## config.mk

```make
export PLATFORM = sky130hd
export DESIGN_NAME = mem_sys_ctrl_flat
export DESIGN_NICKNAME = d
export VERILOG_FILES = /design/src/rtl/mem_sys_pkg.sv /design/src/rtl/mem_sys_if.sv /design/src/rtl/line_word_mux.sv /design/src/rtl/mem_sys_ctrl.sv /design/src/flat_wrapper.sv
export SDC_FILE = /design/constraint.sdc
export NUM_CORES = 1
export LEC_CHECK = 0
export ABC_AREA = 1
export CORE_AREA = 5 5 211 213
export CTS_CLUSTER_SIZE = 14
export DETAILED_ROUTE_END_ITERATION = 10
export DIE_AREA = 0 0 216 218
export PLACE_DENSITY_LB_ADDON = 0.08
export REMOVE_ABC_BUFFERS = 1
export SLEW_MARGIN = 20
export SYNTH_ARGS = -nofsm -noshare
export SYNTH_HDL_FRONTEND = slang
export SYNTH_HIERARCHICAL = 1
export SYNTH_SLANG_ARGS = --single-unit
```

## constraint.sdc

```tcl
create_clock -name clk -period 2.2 [get_ports clk]
set_input_delay 0.33 -clock clk [delete_from_list [all_inputs] [get_ports clk]]
set_output_delay 0.33 -clock clk [all_outputs]
set_load 0.1 [all_outputs]
```

## src/rtl/mem_sys_pkg.sv

```systemverilog
// Shared types and helpers for the split I/D cache miss controller.
// No logic; latency and backpressure are properties of the users.
package mem_sys_pkg;

    typedef enum logic [1:0] {
        IDLE   = 2'd0,
        WB     = 2'd1,
        FILL_D = 2'd2,
        FILL_I = 2'd3
    } state_t;

    function automatic int off_w(input int words_per_line);
        return $clog2(words_per_line);
    endfunction

endpackage

```

## src/rtl/mem_sys_if.sv

```systemverilog
// Line-wide request/ack port between the miss controller and unified memory.
// Latency set by memory; request and address hold until the one-cycle ack.
interface mem_sys_if
    import mem_sys_pkg::*;
#(
    parameter int ADDR_W         = 16,
    parameter int DATA_W         = 16,
    parameter int WORDS_PER_LINE = 4
);
    localparam int LINE_W  = DATA_W * WORDS_PER_LINE;
    localparam int LADDR_W = ADDR_W - off_w(WORDS_PER_LINE);

    logic               mem_re;
    logic               mem_we;
    logic [LADDR_W-1:0] mem_addr;
    logic [LINE_W-1:0]  mem_wdata;
    logic [LINE_W-1:0]  mem_rdata;
    logic               mem_ack;

    modport master (output mem_re, mem_we, mem_addr, mem_wdata,
                    input  mem_rdata, mem_ack);
    modport slave  (input  mem_re, mem_we, mem_addr, mem_wdata,
                    output mem_rdata, mem_ack);
endinterface

```

## src/rtl/line_word_mux.sv

```systemverilog
// Extracts word `sel` from a cache line and builds the line with that word replaced.
// Purely combinational, zero latency; no flow control.
module line_word_mux
    import mem_sys_pkg::*;
#(
    parameter  int DATA_W = 16,
    parameter  int WORDS  = 4,
    localparam int OFF_W  = off_w(WORDS),
    localparam int LINE_W = DATA_W * WORDS
) (
    input  logic [LINE_W-1:0] line,
    input  logic [OFF_W-1:0]  sel,
    input  logic [DATA_W-1:0] wdata,
    output logic [DATA_W-1:0] word,
    output logic [LINE_W-1:0] merged
);
    assign word = line[sel*DATA_W +: DATA_W];

    always_comb begin
        merged = line;
        merged[sel*DATA_W +: DATA_W] = wdata;
    end
endmodule

```

## src/rtl/mem_sys_ctrl.sv

```systemverilog
// Miss controller for a direct-mapped I/D cache pair: hits complete same cycle, misses write back then fill.
// Latency: hit 0, miss = mem latency + 1 (+ write-back); ready stays low while any miss is in service.
module mem_sys_ctrl
    import mem_sys_pkg::*;
#(
    parameter  int ADDR_W         = 16,
    parameter  int DATA_W         = 16,
    parameter  int WORDS_PER_LINE = 4,
    parameter  int TAG_W          = 8,
    parameter  int CNT_W          = 16,
    localparam int OFF_W          = off_w(WORDS_PER_LINE),
    localparam int LINE_W         = DATA_W * WORDS_PER_LINE
) (
    input  logic              clk,
    input  logic              rst,
    input  logic              fetch,
    input  logic [ADDR_W-1:0] iaddr,
    input  logic              re,
    input  logic              we,
    input  logic [ADDR_W-1:0] daddr,
    input  logic [DATA_W-1:0] wdata,
    input  logic              i_hit,
    input  logic [LINE_W-1:0] i_line,
    input  logic              d_hit,
    input  logic              d_dirty,
    input  logic [TAG_W-1:0]  d_tag,
    input  logic [LINE_W-1:0] d_line,
    output logic              i_we,
    output logic [LINE_W-1:0] i_wline,
    output logic              d_we,
    output logic [LINE_W-1:0] d_wline,
    output logic              d_wdirty,
    mem_sys_if.master         mem,
    output logic [DATA_W-1:0] instruction,
    output logic [DATA_W-1:0] readData,
    output logic              ready,
    output logic [CNT_W-1:0]  i_miss_cnt,
    output logic [CNT_W-1:0]  d_miss_cnt,
    output logic [CNT_W-1:0]  wb_cnt
);
    state_t            state_q;
    logic              i_miss;
    logic              d_miss;
    logic              in_idle;
    logic [LINE_W-1:0] store_base;
    logic [LINE_W-1:0] store_line;
    logic [LINE_W-1:0] unused_i_merged;
    logic [LINE_W-1:0] unused_d_merged;
    logic [DATA_W-1:0] unused_store_word;

    function automatic logic [CNT_W-1:0] sat_inc(input logic [CNT_W-1:0] c);
        return (&c) ? c : c + 1'b1;
    endfunction

    line_word_mux #(.DATA_W(DATA_W), .WORDS(WORDS_PER_LINE)) u_i_rd (
        .line(i_line), .sel(iaddr[OFF_W-1:0]), .wdata('0),
        .word(instruction), .merged(unused_i_merged)
    );

    line_word_mux #(.DATA_W(DATA_W), .WORDS(WORDS_PER_LINE)) u_d_rd (
        .line(d_line), .sel(daddr[OFF_W-1:0]), .wdata('0),
        .word(readData), .merged(unused_d_merged)
    );

    // Store merge base is the cached line on a hit, the returning fill line otherwise.
    line_word_mux #(.DATA_W(DATA_W), .WORDS(WORDS_PER_LINE)) u_d_st (
        .line(store_base), .sel(daddr[OFF_W-1:0]), .wdata(wdata),
        .word(unused_store_word), .merged(store_line)
    );

    assign in_idle    = (state_q == IDLE);
    assign i_miss     = fetch & ~i_hit;
    assign d_miss     = (re | we) & ~d_hit;
    assign store_base = in_idle ? d_line : mem.mem_rdata;

    assign ready      = ~rst & in_idle & ~i_miss & ~d_miss;
    assign d_we       = ~rst & ((in_idle & we & d_hit) | (state_q == FILL_D & mem.mem_ack));
    assign d_wline    = we ? store_line : mem.mem_rdata;
    assign d_wdirty   = d_we & we;
    assign i_we       = ~rst & (state_q == FILL_I) & mem.mem_ack;
    assign i_wline    = mem.mem_rdata;

    assign mem.mem_re    = ~rst & (state_q == FILL_D | state_q == FILL_I);
    assign mem.mem_we    = ~rst & (state_q == WB);
    assign mem.mem_wdata = d_line;

    always_comb begin
        mem.mem_addr = daddr[ADDR_W-1:OFF_W];
        case (state_q)
            WB:      mem.mem_addr = {d_tag, daddr[ADDR_W-TAG_W-1:OFF_W]};
            FILL_I:  mem.mem_addr = iaddr[ADDR_W-1:OFF_W];
            default: mem.mem_addr = daddr[ADDR_W-1:OFF_W];
        endcase
    end

    always_ff @(posedge clk) begin
        if (rst) begin
            state_q    <= IDLE;
            i_miss_cnt <= '0;
            d_miss_cnt <= '0;
            wb_cnt     <= '0;
        end else begin
            unique case (state_q)
                IDLE: begin
                    // D side wins; a concurrent I miss is counted now and serviced after the D fill.
                    if (d_miss) begin
                        state_q    <= d_dirty ? WB : FILL_D;
                        d_miss_cnt <= sat_inc(d_miss_cnt);
                        if (d_dirty) wb_cnt     <= sat_inc(wb_cnt);
                        if (i_miss)  i_miss_cnt <= sat_inc(i_miss_cnt);
                    end else if (i_miss) begin
                        state_q    <= FILL_I;
                        i_miss_cnt <= sat_inc(i_miss_cnt);
                    end
                end
                WB:     if (mem.mem_ack) state_q <= FILL_D;
                FILL_D: if (mem.mem_ack) state_q <= i_miss ? FILL_I : IDLE;
                FILL_I: if (mem.mem_ack) state_q <= IDLE;
            endcase
        end
    end
endmodule
```

## src/flat_wrapper.sv

```systemverilog
// flat-port wrapper written by rule: the top's interface ports become plain ports
module mem_sys_ctrl_flat import mem_sys_pkg::*;
#(
    parameter  int ADDR_W         = 16,
    parameter  int DATA_W         = 16,
    parameter  int WORDS_PER_LINE = 4,
    parameter  int TAG_W          = 8,
    parameter  int CNT_W          = 16,
    localparam int OFF_W          = off_w(WORDS_PER_LINE),
    localparam int LINE_W         = DATA_W * WORDS_PER_LINE
)
  (clk, rst, fetch, iaddr, re, we, daddr, wdata, i_hit, i_line, d_hit, d_dirty, d_tag, d_line, i_we, i_wline, d_we, d_wline, d_wdirty, instruction, readData, ready, i_miss_cnt, d_miss_cnt, wb_cnt, mem_mem_re, mem_mem_we, mem_mem_addr, mem_mem_wdata, mem_mem_rdata, mem_mem_ack);
  mem_sys_if #(.ADDR_W(ADDR_W), .DATA_W(DATA_W), .WORDS_PER_LINE(WORDS_PER_LINE)) mem_i ();
  input  logic clk;
  input  logic rst;
  input  logic fetch;
  input  logic [ADDR_W-1:0] iaddr;
  input  logic re;
  input  logic we;
  input  logic [ADDR_W-1:0] daddr;
  input  logic [DATA_W-1:0] wdata;
  input  logic i_hit;
  input  logic [LINE_W-1:0] i_line;
  input  logic d_hit;
  input  logic d_dirty;
  input  logic [TAG_W-1:0] d_tag;
  input  logic [LINE_W-1:0] d_line;
  output logic i_we;
  output logic [LINE_W-1:0] i_wline;
  output logic d_we;
  output logic [LINE_W-1:0] d_wline;
  output logic d_wdirty;
  output logic [DATA_W-1:0] instruction;
  output logic [DATA_W-1:0] readData;
  output logic ready;
  output logic [CNT_W-1:0] i_miss_cnt;
  output logic [CNT_W-1:0] d_miss_cnt;
  output logic [CNT_W-1:0] wb_cnt;
  output wire logic [$bits(mem_i.mem_re)-1:0] mem_mem_re;
  output wire logic [$bits(mem_i.mem_we)-1:0] mem_mem_we;
  output wire logic [$bits(mem_i.mem_addr)-1:0] mem_mem_addr;
  output wire logic [$bits(mem_i.mem_wdata)-1:0] mem_mem_wdata;
  input wire logic [$bits(mem_i.mem_rdata)-1:0] mem_mem_rdata;
  input wire logic [$bits(mem_i.mem_ack)-1:0] mem_mem_ack;
  assign mem_mem_re = mem_i.mem_re;
  assign mem_mem_we = mem_i.mem_we;
  assign mem_mem_addr = mem_i.mem_addr;
  assign mem_mem_wdata = mem_i.mem_wdata;
  assign mem_i.mem_rdata = mem_mem_rdata;
  assign mem_i.mem_ack = mem_mem_ack;
  mem_sys_ctrl #(.ADDR_W(ADDR_W), .DATA_W(DATA_W), .WORDS_PER_LINE(WORDS_PER_LINE), .TAG_W(TAG_W), .CNT_W(CNT_W)) u_core (.clk(clk), .rst(rst), .fetch(fetch), .iaddr(iaddr), .re(re), .we(we), .daddr(daddr), .wdata(wdata), .i_hit(i_hit), .i_line(i_line), .d_hit(d_hit), .d_dirty(d_dirty), .d_tag(d_tag), .d_line(d_line), .i_we(i_we), .i_wline(i_wline), .d_we(d_we), .d_wline(d_wline), .d_wdirty(d_wdirty), .mem(mem_i), .instruction(instruction), .readData(readData), .ready(ready), .i_miss_cnt(i_miss_cnt), .d_miss_cnt(d_miss_cnt), .wb_cnt(wb_cnt));
endmodule
```

== Yosys cells after proc, flatten, opt, wreduce, memory -nomap -nowiden ==
Index checks and enable logic that the tools add are counted.

* Bitwise gates (word level): 25
* Equal/unequal tests: 7
* Add/subtract/negate cells: 4
* Reduce and logical (&&, ||, !) cells: 8
* Shifts and indexed selects: 4
* Multiplexer cells: 12

{| class="wikitable"
|+ Operators with widths
! cell !! number
|-
| $mux 64 || 2
|-
| $shiftx 64x7->16 || 2
|-
| $bwmux 64 || 1
|-
| $shift 16x34->64 const A || 1
|-
| $shiftx 16x34->64 || 1
|-
| $add 16x1->16 const B || 3
|-
| $reduce_and 16->1 || 3
|-
| $neg 6->34 || 1
|-
| $pmux 14 s2 || 1
|-
| $and 1x1->1 || 14
|-
| $mux 2 || 7
|-
| $not 1->1 || 8
|-
| $pmux 2 s4 || 1
|-
| $reduce_and 4->1 || 2
|-
| $ne 2x2->1 const B || 3
|-
| $reduce_and 3->1 || 2
|-
| $eq 2x2->1 const B || 2
|-
| $ne 3x1->1 const B || 1
|-
| $or 1x1->1 || 3
|-
| $eq 2x1->1 const B || 1
|-
| $logic_not 2->1 || 1
|}

* Register bits after elaboration: 50
* Output and inout bits: 292
* Word-level logic and storage cells: 64
* Bits of input ports: 257

== Longest topological paths before layout ==
Gate-level depths: netlist of run 1.

* Depth in word-level cells: 6
* Gate-level depth with buffers: 13
* Depth with buffers taken out: 10

== Cells and area by module ==
Netlist of run 1, hierarchy kept.

{| class="wikitable"
|+ Modules (own cells, without submodules)
! module !! instances !! area each (sq um) !! seq. area each (sq um) !! cells each
|-
| mem_sys_ctrl || 1 || 5730.5 || 1001.0 || 1049
|-
| line_word_mux (u_core.u_d_rd ...) || 2 || 1875.5 || 0.0 || 445
|-
| line_word_mux (u_core.u_i_rd) || 1 || 1950.6 || 0.0 || 447
|}

== Worst setup path after synthesis of run 1 ==
OpenSTA, ideal clock, no wires.

* Path kind: register to output
* Start: register u_core.state_q[1]
* End: output d_wdirty
* Cell stages (with the launch flop): 7
* Data required time: 1.870 ns
* Path slack: -1.361 ns
* Buffers on the path: 2
* Arrival: 3.231 ns
* Path through: dfxtp_1 > buf_6 > nor2_8 > buf_2 > nand3_1 > a21oi_1 > and2_1

* Cells in the longest elaborated chain, start to end: 6
* Elaborated cells on any way between the ends: 8
* Classes of those cells: 1 x eq/ne; 6 x bitwise; 1 x reduce/logical

{| class="wikitable"
|+ RTL lines
! item !! line !! text
|-
| start: declaration || mem_sys_ctrl.sv:41 || <nowiki>state_t state_q;</nowiki>
|-
| start signal: assignment || mem_sys_ctrl.sv:107 || <nowiki>state_q <= d_dirty ? WB : FILL_D;</nowiki>
|-
| start signal: assignment || mem_sys_ctrl.sv:117 || <nowiki>FILL_D: if (mem.mem_ack) state_q <= i_miss ? FILL_I : IDLE;</nowiki>
|-
| $logic_not 2->1 || mem_sys_ctrl.sv:71 || <nowiki>assign in_idle = (state_q == IDLE);</nowiki>
|-
| $and 1x1->1 (2 in a row) || mem_sys_ctrl.sv:77 || <nowiki>assign d_we = ~rst & ((in_idle & we & d_hit) | (state_q == FILL_D & mem.mem_ack));</nowiki>
|-
| $or 1x1->1 * || mem_sys_ctrl.sv:77 ||
|-
| $and 1x1->1 * || mem_sys_ctrl.sv:77 ||
|-
| net d_we || flat_wrapper.sv:30 || <nowiki>output logic d_we;</nowiki>
|-
| $and 1x1->1 * || mem_sys_ctrl.sv:79 || <nowiki>assign d_wdirty = d_we & we;</nowiki>
|-
| end: declaration || flat_wrapper.sv:32 || <nowiki>output logic d_wdirty;</nowiki>
|}

Mark *: on every way through the listed nets, which the timed path passes. The rest lies on a longest branch.

== Final worst setup path of run 1 ==
* Start: register u_core.state_q[1]
* End: output d_wline[16]

* Cells in the longest elaborated chain, start to end: 4

{| class="wikitable"
|+ RTL lines
! item !! line !! text
|-
| $logic_not 2->1 || mem_sys_ctrl.sv:71 ||
|-
| $mux 64 || mem_sys_ctrl.sv:74 || <nowiki>assign store_base = in_idle ? d_line : mem.mem_rdata;</nowiki>
|-
| net u_core.store_base[16] || mem_sys_ctrl.sv:45 || <nowiki>logic [LINE_W-1:0] store_base;</nowiki>
|-
| $bwmux 64 || line_word_mux.sv:21 || <nowiki>merged[sel*DATA_W +: DATA_W] = wdata;</nowiki>
|-
| net u_core.store_line[16] || mem_sys_ctrl.sv:46 || <nowiki>logic [LINE_W-1:0] store_line;</nowiki>
|-
| $mux 64 || mem_sys_ctrl.sv:78 || <nowiki>assign d_wline = we ? store_line : mem.mem_rdata;</nowiki>
|-
| end: declaration || flat_wrapper.sv:31 || <nowiki>output logic [LINE_W-1:0] d_wline;</nowiki>
|}

The timed path passes the listed nets, and every way through them passes these cells.

==> results of run 1 <==
==> per-layer routing <==
| metal | wire [microns] | global-route usage, % | part of all wire [%] |
|---|---|---|---|
| met1 | 21800 | 25.6 | 40 |
| met2 | 28200 | 40.1 | 52 |
| met3 | 3330 | 4.41 | 6.2 |
| met4 | 573 | 2.57 | 1.1 |
| met5 | 7 | 0 | 0.013 |
==> per-stage QoR <==
step / cells / area [sq um] / hold slack [ns]
after floorplan: 1497 / 7110 / 0.399
after global placement: 2737 / 16900 / 0.506
after detailed placement: 2737 / 16900 / 0.513
after CTS: 2770 / 18000 / 0.526
after global routing: 2790 / 18600 / 0.553
final: 2790 / 18600 / 0.534
==> worst paths after layout <==
kind                                           to  slack, ns  cells after the start
worst max-delay path                  d_wline[16]      -0.09                     11
worst min-delay path            u_core/wb_cnt[15]       0.53                      2
worst max register to register   u_core/wb_cnt[4]       0.32                      9
worst min register to register  u_core/wb_cnt[15]       0.53                      2
==> flip-flops by register name, summed over array words and instances (netlist names) <==
| name | count |
|---|---|
| u_core/i_miss_cnt | 16 |
| u_core/state_q | 2 |
| u_core/wb_cnt | 16 |
| u_core/d_miss_cnt | 16 |
==> critical path, delay by kind of cell, from the launching register on <==
family          cells  cell delay [ns]
buf+inv             4             0.64
flops               1             0.36
compound gates      2             0.24
simple gates        5             0.41
==> area by class of cell <==
type / instances / area [sq um]
fillers: 4421 / 23900
clock inverters: 3 / 43.8
flip-flops and latches: 50 / 1010
clock buffers: 5 / 125
diodes: 1 / 2.50
repair buffers: 738 / 10200
well taps: 546 / 683
multi-input cells: 1131 / 5430
inverters: 316 / 1200
==> repair_timing <==
item | in CTS | in global routing
hold buffers | 0 | 0
gates resized for setup | 122 | 296
pin swaps | 8 | 54
setup buffers | 17 | 15
gates cloned | 9 | 7
setup endpoints to repair | 74 | 73
==> power by group through the flow <==
stage	registers (W)	logic (W)	clock network (W)
final	0.00104	0.0130	0.000927
after global placement	0.00105	0.0106	0
after global routing	0.00105	0.0135	0.00101
after CTS	0.00104	0.0122	0.000969
after detailed placement	0.00106	0.0106	0
after floorplan	0.00128	0.00497	0
==> summary.json, run 1 <==
{
  "wl_per_cell_microns": 19.3,
  "yosys_warnings": 6,
  "die_y_microns": 218,
  "mean_area_per_synthesized_cell_sq_um": 4.98,
  "clk_pin_slew_ns": 0.07,
  "drt_first_iter_violations": 709,
  "route.vias.total": 12159,
  "netlist_area_sq_mm": 0.00849,
  "cts_tree": "done",
  "globalplace.congestion": 0.857,
  "grt_setup_unrepaired": "true",
  "timing_worst_setup_path_type": "flip-flop to output port",
  "pwr-share-comb_pct": 86.8,
  "critical_path_required_ns": 1.87,
  "worst_skew_pair.late_latency_ns": 0.30,
  "p_total_w": 0.0149,
  "grt_pass1_vias": 11446,
  "cts-buffers-inserted": 5,
  "routed_wirelength_microns": 53800,
  "p_sw_w": 0.00828,
  "grt_pass1_wl_microns": 76700,
  "static_power_due_to_leakage_nw": 9.36,
  "cp_max_fo": 5,
  "max_cap_violations": 0,
  "h_tree_lvls": 2,
  "timing.setup.tns_ns": -0.764,
  "period_share_pct": 104,
  "hold_class": "flip-flop to flip-flop",
  "final_common_cell": "nand2_1",
  "std_cell_rows": 76,
  "port-buffer-count": 548,
  "route.detailed.drc": 0,
  "fin_worst_skew_ns": 0.00453,
  "route.detailed.vias_per_inst": 4.36,
  "ant_nets": 0,
  "tightest_slew_ns": 0.547,
  "clockRootBuffer": "clkbuf_16",
  "worst_case_headroom_to_the_max_slew_limit_pct": 63.5,
  "critical-path-max-stage-delay_ns": 0.36,
  "cp_common_cell": "nand2_1",
  "initial_utilization_pct": 20.0,
  "grt_max_degree": 65,
  "clock_path_buffers": 2,
  "failed_checks": "setup timing",
  "timing.fmax_ghz": 0.436,
  "die_width_microns": 216,
  "switching_share_pct": 55.5,
  "post-dp-hpwl_microns": 43000,
  "post_route_cells_drive_above_1_share_pct": 28.6,
  "most-common-layout-cells": "nand2_1 (581), inv_1 (302), clkdlybuf4s50_1 (253)",
  "crit_path_start_kind": "flip-flop",
  "die_area_sq_mm": 0.0471,
  "startpoint": "u_core/state_q[1]",
  "final_core_utilization_pct": 43.9,
  "global_route.usage.total_pct": 21.3,
  "post-route-worst-setup-slack_ns": -0.0924,
  "place_ws_ns": -0.434,
  "final-setup-viol-count": 31,
  "cts.sinks": 50,
  "power_report.internal_total_w": 0.00665,
  "hold_violations": 0,
  "worst-endpoint-arrival_ns": 1.96,
  "share_clk_of_total_power_pct": 6.2,
  "antenna_found_initial": 3,
  "run_status": "finished with violations",
  "drt_pass1_iterations": 5,
  "p_seq_share_pct": 7.0,
  "synth_cells": 1706,
  "hold_start": "u_core/wb_cnt[15]",
  "irDropWorstVdd_mv": 0.400,
  "areaGrowthSynthToFinish_pct": 120,
  "nets": 2507,
  "period_needed_ns": 2.29,
  "critical_path.reg2reg.startpoint": "u_core/wb_cnt[0]",
  "core_sq_mm": 0.0425,
  "grt_overflow": 0,
  "io_pins": 549,
  "endpoint_kind": "output port",
  "power.density_cell_area_mw_per_mm2": 801,
  "critical_path.cell_chain": "nor2_8, buf_8, buf_12, clkbuf_16, nand2_1, o21ai_0, nand2_1, nand2_1, nand2_1, o21ai_0, buf_12",
  "slew_violations": 0,
  "crit_slowest_cell": "dfxtp_4"
}
No activity file was read; power rests on OpenSTA's default activity.
==> run 2: changes to the inputs <==
CORE_AREA = 3 3 215 217   (was 5 5 211 213)
DIE_AREA = 0 0 218 220   (was 0 0 216 218)
==> summary.json, run 2 (synthesized netlist as in run 1, its figures left out) <==
{
  "run_status": "finished with violations",
  "failed_checks": "setup timing",
  "std_cell_rows": {"value": 77, "change": "+1.3%"},
  "reg.largest.list": "u_core/d_miss_cnt (16), u_core/i_miss_cnt (16), u_core/wb_cnt (16)",
  "grt_pass1_vias": {"value": 11353, "change": "-0.81%"},
  "drt_pass1_iterations": {"value": 5, "change": "unchanged"},
  "clockRootBuffer": "clkbuf_16",
  "period_share": {"value": 103, "unit": "%", "change": "-0.72 points"},
  "final_core_utilization": {"value": 41.7, "unit": "%", "change": "-2.2 points"},
  "die_width": {"value": 218, "unit": "microns", "change": "+0.93%"},
  "placedCellCount": {"value": 2780, "change": "+1.6%"},
  "route.vias.total": {"value": 12118, "change": "-0.34%"},
  "io_pins": {"value": 549, "change": "unchanged"},
  "static_power_due_to_leakage": {"value": 9.23, "unit": "nW", "change": "-1.4%"},
  "cts-buffers-inserted": {"value": 5, "change": "unchanged"},
  "antenna_found_initial": {"value": 4, "change": "+1"},
  "timing_worst_setup_path_type": "flip-flop to output port",
  "route.detailed.drc": {"value": 0, "change": "unchanged"},
  "final-setup-viol-count": {"value": 27, "change": "-13%"},
  "period_needed": {"value": 2.28, "unit": "ns", "change": "-0.0158 ns"},
  "clock_path_buffers": {"value": 2, "change": "unchanged"},
  "slew_violations": {"value": 0, "change": "unchanged"},
  "cp_max_fo": {"value": 8, "change": "+3"},
  "holdBufCountCts": {"value": 0, "change": "unchanged"},
  "p_sw": {"value": 0.00832, "unit": "W", "change": "+0.48%"},
  "global_route.usage.total": {"value": 21.0, "unit": "%", "change": "-0.24 points"},
  "areaGrowthSynthToFinish_pct": 118,
  "tightest_slew": {"value": 0.394, "unit": "ns", "change": "-0.153 ns"},
  "min_delay_path_depth": {"value": 2, "change": "unchanged"},
  "die_area": {"value": 0.0480, "unit": "sq mm", "change": "+1.9%"},
  "fin_worst_skew": {"value": 0.0114, "unit": "ns", "change": "+0.00692 ns"},
  "timing.fmax": {"value": 0.439, "unit": "GHz", "change": "+0.69%"},
  "route.detailed.vias_per_inst": {"value": 4.28, "change": "-1.8%"},
  "cts_tree": "done",
  "h_tree_lvls": {"value": 2, "change": "unchanged"},
  "final-instance-count-excl-fill": {"value": 2831, "change": "+1.5%"},
  "worst_skew_pair.late_latency": {"value": 0.31, "unit": "ns", "change": "about the same"},
  "routed_wirelength": {"value": 53500, "unit": "microns", "change": "-0.70%"},
  "irDropWorstVdd": {"value": 0.599, "unit": "mV", "change": "+50%"},
  "worst-endpoint-arrival": {"value": 1.95, "unit": "ns", "change": "about the same"},
  "post-dp-hpwl": {"value": 42600, "unit": "microns", "change": "-0.83%"},
  "worst_case_headroom_to_the_max_slew_limit": {"value": 73.5, "unit": "%", "change": "+10 points"},
  "final_common_cell": "nand2_1",
  "crit_path_start_kind": "flip-flop",
  "grt_max_degree": {"value": 44, "change": "-32%"},
  "hold_violations": {"value": 0, "change": "unchanged"},
  "hold-worst-slack": {"value": 0.539, "unit": "ns", "change": "+0.00504 ns"},
  "grt_pass1_wl": {"value": 76400, "unit": "microns", "change": "-0.36%"},
  "nets": {"value": 2500, "change": "-0.28%"},
  "switching_share": {"value": 55.4, "unit": "%", "change": "-0.090 points"},
  "power.density_cell_area": {"value": 813, "unit": "mW/mm^2", "change": "+1.5%"},
  "share_clk_of_total_power": {"value": 6.3, "unit": "%", "change": "about the same"},
  "ant_nets": {"value": 0, "change": "unchanged"},
  "core": {"value": 0.0443, "unit": "sq mm", "change": "+4.3%"},
  "port-buffer-count": {"value": 548, "change": "unchanged"},
  "most-common-layout-cells": "nand2_1 (587), inv_1 (301), clkdlybuf4s50_1 (253)",
  "grt_setup_unrepaired": "true",
  "hold_class": "flip-flop to flip-flop",
  "grt_overflow": {"value": 0, "change": "unchanged"},
  "drt_first_iter_violations": {"value": 766, "change": "+8.0%"},
  "clk_pin_slew": {"value": 0.07, "unit": "ns", "change": "about the same"},
  "p_seq_share": {"value": 6.9, "unit": "%", "change": "about the same"},
  "max_cap_violations": {"value": 0, "change": "unchanged"},
  "ff2ff_path_depth": {"value": 12, "change": "+3"},
  "post-route-worst-setup-slack": {"value": -0.0766, "unit": "ns", "change": "+0.0158 ns"},
  "endpoint_kind": "output port",
  "die_y": {"value": 220, "unit": "microns", "change": "+0.92%"},
  "post_route_cells_drive_above_1_share": {"value": 27.7, "unit": "%", "change": "-0.94 points"},
  "cts.sinks": {"value": 50, "change": "unchanged"},
  "wl_per_cell": {"value": 18.9, "unit": "microns", "change": "-2.1%"},
  "pwr-share-comb": {"value": 86.8, "unit": "%", "change": "about the same"},
  "critical_path_required": {"value": 1.87, "unit": "ns", "change": "about the same"},
  "power_report.internal_total": {"value": 0.00671, "unit": "W", "change": "+0.85%"},
  "globalplace.congestion": {"value": 0.875, "change": "+2.2%"},
  "place_ws": {"value": -0.490, "unit": "ns", "change": "-0.0562 ns"},
  "initial_utilization": {"value": 19.2, "unit": "%", "change": "-0.82 points"}
}
[run 2: routing by layer]
layer  up-vias  part of all wire [%]  track usage (%)
li1       6076                     -                -
met3        41                   7.7             4.26
met5         -                 0.017                0
met4         2                   1.6             2.85
met1      5561                    40             25.4
met2       438                    50             39.2
[run 2: final cells by class]
class / count / area, sq um
fill: 4638 / 25800
timing repair buffer: 731 / 10000
multi-input combinational: 1131 / 5340
inverter: 316 / 1200
sequential: 50 / 1010
tap: 592 / 741
clock buffer: 5 / 125
clock inverter: 3 / 48.8
antenna: 3 / 7.51
[run 2: path summary, 6_finish.rpt]
| kind | start | to | slack [ns] |
|---|---|---|---|
| hold reg to reg | u_core/wb_cnt[5] | u_core/wb_cnt[5] | 0.54 |
| setup reg to reg | u_core/state_q[1] | u_core/wb_cnt[14] | 0.18 |
| hold / removal | u_core/wb_cnt[5] | u_core/wb_cnt[5] | 0.54 |
| setup / recovery | u_core/state_q[0] | d_wline[25] | -0.08 |
[run 2: through the flow]
step	area [sq um]	power (W)	TNS, ns
2_1_floorplan	7110	0.00626	-55.67
3_3_place_gp	16900	0.0117	-23.60
3_5_place_dp	16900	0.0117	-25.53
4_1_cts	18000	0.0145	-6.26
5_1_grt	18500	0.0157	-6.24
6_report	18500	0.0150	-0.798
[run 2: what timing repair did]
action,in CTS,in global routing
gates resized for setup,121,239
gates cloned,9,3
pin swaps,16,34
buffers inserted,23,8
endpoints found under the setup margin,79,77
[run 2: power by group through the flow]
stage | logic (W) | registers (W) | clock network [W]
6_report | 0.0130 | 0.00104 | 0.000948
5_1_grt | 0.0136 | 0.00105 | 0.00103
4_1_cts | 0.0125 | 0.00104 | 0.000996
3_5_place_dp | 0.0107 | 0.00106 | 0
3_3_place_gp | 0.0107 | 0.00105 | 0
2_1_floorplan | 0.00497 | 0.00128 | 0
[run 2: worst max-delay path, stage by stage (launching register included)]
cell	delay, ns
dfxtp_4	0.38
nor2_8	0.05
buf_12	0.15
buf_6	0.12
clkbuf_16	0.15
o21ai_0	0.16
nand2_1	0.11
nand2_1	0.07
nand2_1	0.04
o21ai_0	0.17
buf_12	0.23
